## src/rtl/countdown_60_pkg.sv

```systemverilog
// Shared types and defaults for the countdown_60 two-digit decimal down-counter.
package countdown_60_pkg;

  typedef enum logic [1:0] {
    ST_IDLE = 2'b00,
    ST_RUN  = 2'b01,
    ST_DONE = 2'b10
  } state_t;

  localparam int DW_DEF        = 4;
  localparam int UNITS_MOD_DEF = 10;
  localparam int TENS_MOD_DEF  = 6;

endpackage

```

## src/rtl/countdown_60_digit_down_cnt.sv

```systemverilog
// One modulo-MOD down-counting digit with synchronous load and combinational borrow.
module digit_down_cnt #(
  parameter int MOD = 10,
  parameter int DW  = 4
) (
  input  logic          clk,
  input  logic          rst,
  input  logic          dec,
  input  logic          ld,
  input  logic [DW-1:0] d,
  output logic [DW-1:0] q,
  output logic          bout
);

  localparam logic [DW-1:0] MAX_Q = DW'(MOD - 1);

  assign bout = dec && (q == '0);

  always_ff @(posedge clk or negedge rst) begin
    if (!rst) begin
      q <= '0;
    end else if (ld) begin
      q <= d;
    end else if (dec) begin
      q <= (q == '0) ? MAX_Q : q - 1'b1;
    end
  end

endmodule

```

## src/rtl/countdown_60.sv

```systemverilog
// Loadable 59..00 decimal down-counter with registered borrow-out.
// Optional macro COUNTDOWN_AUTO_RELOAD_EN: terminal event reloads the last loaded value and stays in RUN.
module countdown_60
  import countdown_60_pkg::*;
#(
  parameter int UNITS_MOD = UNITS_MOD_DEF,
  parameter int TENS_MOD  = TENS_MOD_DEF,
  parameter int DW        = DW_DEF
) (
  input  logic          clk,
  input  logic          rst,
  input  logic          en,
  input  logic          load,
  input  logic [DW-1:0] load_units,
  input  logic [DW-1:0] load_tens,
  output logic [DW-1:0] units,
  output logic [DW-1:0] tens,
  output logic          bo,
  output logic          zero,
  output logic [1:0]    state
);

  localparam logic [DW-1:0] MAX_UNITS = DW'(UNITS_MOD - 1);
  localparam logic [DW-1:0] MAX_TENS  = DW'(TENS_MOD - 1);

  state_t        cur_state;
  state_t        nxt_state;
  logic          dec_units;
  logic          terminal;
  logic          ld_digits;
  logic [DW-1:0] units_c;
  logic [DW-1:0] tens_c;
  logic [DW-1:0] d_units;
  logic [DW-1:0] d_tens;
  logic          units_bout;
  logic          tens_bout_unused;

  assign units_c = (load_units > MAX_UNITS) ? MAX_UNITS : load_units;
  assign tens_c  = (load_tens  > MAX_TENS)  ? MAX_TENS  : load_tens;
  assign zero    = (units == '0) && (tens == '0);
  assign state   = cur_state;

  // Strobes, no handshake: load is taken on any edge it is high; en qualifies
  // one decrement per edge only in RUN and only when load is low.
  always_ff @(posedge clk or negedge rst) begin
    if (!rst) begin
      cur_state <= ST_IDLE;
    end else begin
      cur_state <= nxt_state;
    end
  end

  always_comb begin
    nxt_state = cur_state;
    if (load) begin
      nxt_state = ST_RUN;
    end else begin
      case (cur_state)
        ST_IDLE: nxt_state = ST_IDLE;
        ST_RUN: begin
          if (en && zero) begin
`ifdef COUNTDOWN_AUTO_RELOAD_EN
            nxt_state = ST_RUN;
`else
            nxt_state = ST_DONE;
`endif
          end
        end
        ST_DONE: nxt_state = ST_DONE;
        default: nxt_state = ST_IDLE;
      endcase
    end
  end

  always_comb begin
    dec_units = 1'b0;
    terminal  = 1'b0;
    if (!load && (cur_state == ST_RUN) && en) begin
      if (zero) terminal  = 1'b1;
      else      dec_units = 1'b1;
    end
  end

`ifdef COUNTDOWN_AUTO_RELOAD_EN
  logic [DW-1:0] rel_units;
  logic [DW-1:0] rel_tens;

  always_ff @(posedge clk or negedge rst) begin
    if (!rst) begin
      rel_units <= '0;
      rel_tens  <= '0;
    end else if (load) begin
      rel_units <= units_c;
      rel_tens  <= tens_c;
    end
  end

  assign ld_digits = load || terminal;
  assign d_units   = load ? units_c : rel_units;
  assign d_tens    = load ? tens_c  : rel_tens;
`else
  assign ld_digits = load;
  assign d_units   = units_c;
  assign d_tens    = tens_c;
`endif

  always_ff @(posedge clk or negedge rst) begin
    if (!rst) begin
      bo <= 1'b0;
    end else begin
      bo <= terminal;
    end
  end

  digit_down_cnt #(.MOD(UNITS_MOD), .DW(DW)) u_units (
    .clk  (clk),
    .rst  (rst),
    .dec  (dec_units),
    .ld   (ld_digits),
    .d    (d_units),
    .q    (units),
    .bout (units_bout)
  );

  // Tens only moves when units borrows past zero.
  digit_down_cnt #(.MOD(TENS_MOD), .DW(DW)) u_tens (
    .clk  (clk),
    .rst  (rst),
    .dec  (units_bout),
    .ld   (ld_digits),
    .d    (d_tens),
    .q    (tens),
    .bout (tens_bout_unused)
  );

endmodule

```

## config.mk

```make
export PLATFORM = sky130hd
export DESIGN_NAME = countdown_60
export DESIGN_NICKNAME = d
export VERILOG_FILES = /design/src/rtl/countdown_60_pkg.sv /design/src/rtl/countdown_60_digit_down_cnt.sv /design/src/rtl/countdown_60.sv
export SDC_FILE = /design/constraint.sdc
export NUM_CORES = 1
export LEC_CHECK = 0
export ABC_AREA = 1
export CAP_MARGIN = 0
export CORE_ASPECT_RATIO = 1.2
export CORE_MARGIN = 2
export CORE_UTILIZATION = 46
export DETAILED_ROUTE_END_ITERATION = 12
export GPL_TIMING_DRIVEN = 0
export PLACE_DENSITY = 0.9
export SLEW_MARGIN = 25
export SYNTH_ARGS = -nofsm -noshare
export SYNTH_HDL_FRONTEND = slang
export SYNTH_SLANG_ARGS = --single-unit
```

## constraint.sdc

```tcl
create_clock -name clk -period 1.47 [get_ports clk]
set_input_delay 0.441 -clock clk [delete_from_list [all_inputs] [get_ports clk]]
set_output_delay 0.441 -clock clk [all_outputs]
set_load 0.1 [all_outputs]
```

Yosys cells after proc, flatten, opt, wreduce, memory -nomap -nowiden
Index checks and enable logic that the tools add are counted.
{ "classes": {"add_sub_neg": 2, "n_mul": 0, "div_mod_pow": 0, "order_cmp": 2, "eq_ne": 3, "n_shift": 0, "muxes": 15, "bitwise": 0, "n_reduce_logical": 10} }
{ "op_table": {"columns": ["cell", "count"], "rows": [
  ["2-to-1 mux 4 bit", 8],
  ["zero test 4 bit", 2],
  ["subtractor 4 x 1 -> 4 bit, second input constant", 2],
  ["logical AND 1 bit", 5],
  ["greater-than comparator 4 x 3 -> 1 bit, second input constant", 1],
  ["greater-than comparator 4 bit, second input constant", 1],
  ["2-to-1 mux 1 bit", 4],
  ["2-to-1 mux 2 bit", 2],
  ["case mux 2 bit (2 select lines)", 1],
  ["nonzero test 2 bit", 2],
  ["inequality test 3 bit, second input constant", 1],
  ["equality test 2 x 1 -> 1 bit, second input constant", 1],
  ["equality test 2 bit, second input constant", 1],
  ["zero test 1 bit", 1]
]} }
{ "word_totals": {"regBits": 11, "latch_bits": 0, "mem_bits_rw": 0, "romBits": 0, "input_bits": 12, "output_inout_bits": 12, "elab_cells": 36, "memories": 0} }

Logic depth before layout (Yosys ltp)
{ "logic_depth": {"word_depth": 7, "ltp_mapped": 8, "mapped_depth_nobuf": 8} }

Hierarchy
From an unflattened synthesis, not the netlist that was laid out.
{ "hier_totals": {"cells_unflattened": 105, "hier_area_um2": 693.2} }
{ "modules_own_cells": {"columns": ["mod", "instances", "cells_each", "area_per_inst_um2", "seq_area_each_um2"], "rows": [
  ["digit_down_cnt (u_units)", 1, 37, 244.0, 100.1],
  ["countdown_60", 1, 37, 234.0, 75.1],
  ["digit_down_cnt (u_tens)", 1, 31, 215.2, 100.1]
]} }

Worst setup path before layout
OpenSTA, ideal clock, no wires.
{ "synth_timing": {"path_kind": "register to output", "startpoint": "register u_tens.q[3]", "endpoint": "output port zero", "t_arrival_ps": 1694, "required_ps": 1029, "path_slack_ps": -665, "stages_incl_launch_ff": 4, "n_path_buf": 0, "cell_sequence": "dfrtp_1 nor2_1 nand2_4 nor2_4"} }
{ "synth_via": {"elab_chain_cells": 2} }
{ "synth_rtl": {"columns": ["element", "line_no", "rtl"], "rows": [
  ["from (decl)", "countdown_60_digit_down_cnt.sv:11", "output logic [DW-1:0] q,"],
  ["from (signal assigned)", "countdown_60_digit_down_cnt.sv:25", "q <= (q == '0) ? MAX_Q : q - 1'b1;"],
  ["zero test 4 bit", "countdown_60.sv:40", "assign zero = (units == '0) && (tens == '0);"],
  ["logical AND 1 bit", "countdown_60.sv:40", null],
  ["to (decl)", "countdown_60.sv:19", "output logic zero,"]
]} }
No other way between the ends.

Worst setup path in the final report
{ "layout_timing": {"startpoint": "register u_tens.q[2]", "endpoint": "output port zero"} }
The elaborated chain is that of the path after synthesis.

==> flow_summary.ini <==
[setup_path]
rr_worst_depth = 7
crit_buf_inv = 1
required_ns = 1.03
crit_path_start_kind = flop
reg2reg_to = u_units.q[2]
r2r-start = u_tens.q[2]
max_stage_delay_ns = 0.49
timing.critical_path.mode_cell = nor2_4
slowest_stage = dfrtp_4
crit_path_max_fanout = 2
path_cells = nor2_4, nand2_4, nor2_4, buf_12
path_delay_family = flip-flops
worst_ep_arrival_time_ns = 1.28
worst_setup_path_end_kind = output port
path_class = reg -> out
rrSetupSlack_ns = 0.10

[clocking]
cts_made_buffers = 3
path_clk_slew_ns = 0.08
cts_buffer_depth = 2
cts_tree = done
cts_max_level = 1
clkLatencyLatePin_ns = 0.27
postCtsHoldBufs = 0
cts_root_buf = clkbuf_4
cts.sinks = 11

[hold_path]
hold_class = in -> reg
hold_start = load
holdPathEnd = state[1]
whs_path_depth = 4

[floorplan]
io-pin-count = 24
rows = 16
coreArea_mm2 = 0.00164
start_util_pct = 49.2
die_h_um = 49.9
die_area_mm2 = 0.00211
die_w_um = 42.3

[yosys]
ys_seq_area_share_pct = 34.1
yosysTopAreaCellShare_pct = 34.1
syn_inst = 109
yosysTopAreaCell = dfrtp_1
synthFlopType = dfrtp_1
synthDistinctLibCells = 21
synth_edf_count = 0
syn_nets = 122
yosys-top-cells-area = dfrtp_1, nand2_1, nand3_1
synth_warnings = 0
yosysMostFrequentCell = nand2_1
avgSynthCellArea_um2 = 7.42
async_reset_ff_share_pct = 100
ys_top_cells_by_count = nand2_1, nand3_1, dfrtp_1, nor2_1, inv_1
netlist_area_um2 = 808
ys_ff_latch = 11

[global_route]
grt_pass1_wl_um = 3480
track_usage_pct = 21.0
grt-ovfl-total = 0
grt_max_degree = 12
grt_pass1_vias = 857
antenna_found_initial = 0

[final_layout]
area_growth_pct = 48.6
drive_gt1_share_pct = 36.1
fin_nets = 158
finalNonFillerCells = 162
nFillCells = 136
num_antenna_cells = 0
finish.utilization_pct = 73.2

[sta]
slew_headroom_pct = 65.2
hold_violations = 0
worst_slack_ns = -0.251
finalSetupTns_ns = -0.455
fin_skew_ns = 0.00719
min_period_over_period_pct = 117
fmax_mhz = 581
worst_pin_slew_ns = 0.521
holdWs_ns = 0.464
setup_viol = 4
slew_violations = 0
period_needed_ns = 1.72
rsz0062_at_grt = true

[detailed_routing]
drc = 0
viasPerCell = 5.10
drtIter0Drc = 19
dr.pass1.iters = 4
wl_um = 2030
via_count = 827
ant_nets = 0
wire_per_inst_um = 12.5

[power]
power_frac_comb_pct = 59.8
power.share.clock_pct = 12.6
p_leak_nw = 0.612
p_seq_share_pct = 27.5
p_per_area_mw_per_mm2 = 1380
switching_share_pct = 51.2
internal_power_mw = 0.811
ir_drop_v = 0.000751
switchingPower_mw = 0.849

[placed_design]
dp.cells = 149
numPortBuffers = 22
place_congestion = 0.828
pre_cts_slack_ns = -0.985
hpwl_um = 1410

[flow_run]
max_cap_viol_count = 0

[run_status]
status = complete, but fails checks
violations = setup timing
## flip-flops by register name, summed over array words and instances, names as in the netlist
name,count
bo,1
state,2
u_tens.q,4
u_units.q,4
## logic make-up (layout without fill, tap and decap cells)
kind of cell	Yosys count	after routing	share of synthesized area [%]
AND/OR/NAND/NOR	76	76	49.1
buffers and inverters	13	48	8.67
flip-flops	11	11	34.1
AO/OA/AOI/OAI	8	8	6.66
adder cells (fa/ha/maj)	1	1	1.55
## layout make-up
| type | instances | area, um2 | area share (%) |
|---|---|---|---|
| multi-input cells | 85 | 470 | 39.2 |
| well taps | 18 | 22.5 | 1.88 |
| flip-flops and latches | 11 | 303 | 25.2 |
| plain buffers | 3 | 32.5 | 2.71 |
| inverters | 10 | 37.5 | 3.13 |
| clock buffers | 4 | 26.3 | 2.19 |
| repair buffers | 31 | 309 | 25.7 |
## per-layer routing
metal,track usage [%],share of wire (%)
met5,0,0
met4,7.81,0.89
met3,2.56,4.5
met2,39.5,56
met1,23.6,39
## cells in the final DEF, fill, tap and decap left out, types with 3 or more instances in the layout
cell and n:
clkbuf_4 3, clkdlybuf4s50_1 10, dfrtp_2 4, buf_6 6, a21oi_1 3, inv_1 9
dfrtp_4 6, buf_4 12, o21ai_0 3, buf_12 3, nand3_1 15, nand2_1 38
nor2_1 9, nor2_4 5, nand2_4 3
## power groups by stage
stage / Clock [mW] / Combinational [mW] / Sequential [mW]
2_1_floorplan: 0 / 0.306 / 0.822
3_3_place_gp: 0 / 0.852 / 0.459
3_5_place_dp: 0 / 0.869 / 0.461
4_1_cts: 0.210 / 0.910 / 0.454
5_1_grt: 0.226 / 1.06 / 0.468
6_report: 0.210 / 0.993 / 0.457
## what timing repair did
item                       in CTS  in global routing
setup buffers                   6                  3
pin swaps                       6                  2
cloned                          0                  0
setup endpoints to repair      12                 10
gates resized for setup        72                 13
## worst register-to-register path, delay by kind of cell (launching register included)
family | cells | cell delay (ns)
buffers and inverters | 1 | 0.15
AO/OA/AOI/OAI | 1 | 0.20
flip-flops | 1 | 0.49
AND/OR/NAND/NOR | 5 | 0.42
## how the worst max path moves through the flow
| stage | start | slack, ns | end | cells past startpoint |
|---|---|---|---|---|
| after detailed placement | u_tens.q[0] | -0.99 | zero | 4 |
| after global placement | u_tens.q[0] | -0.98 | zero | 4 |
| after global routing | u_tens.q[2] | -0.30 | zero | 4 |
| after floorplan | u_tens.q[0] | -0.40 | zero | 3 |
| after CTS | u_tens.q[3] | -0.25 | zero | 4 |
| final | u_tens.q[2] | -0.25 | zero | 4 |
## through the flow
step                      power, mW  instance area, um2
final                          1.66                1200
after global routing           1.75                1200
after CTS                      1.57                1130
after detailed placement       1.33                1090
after global placement         1.31                1090
after floorplan                1.13                 843
(Power assumes the default switching activity.)
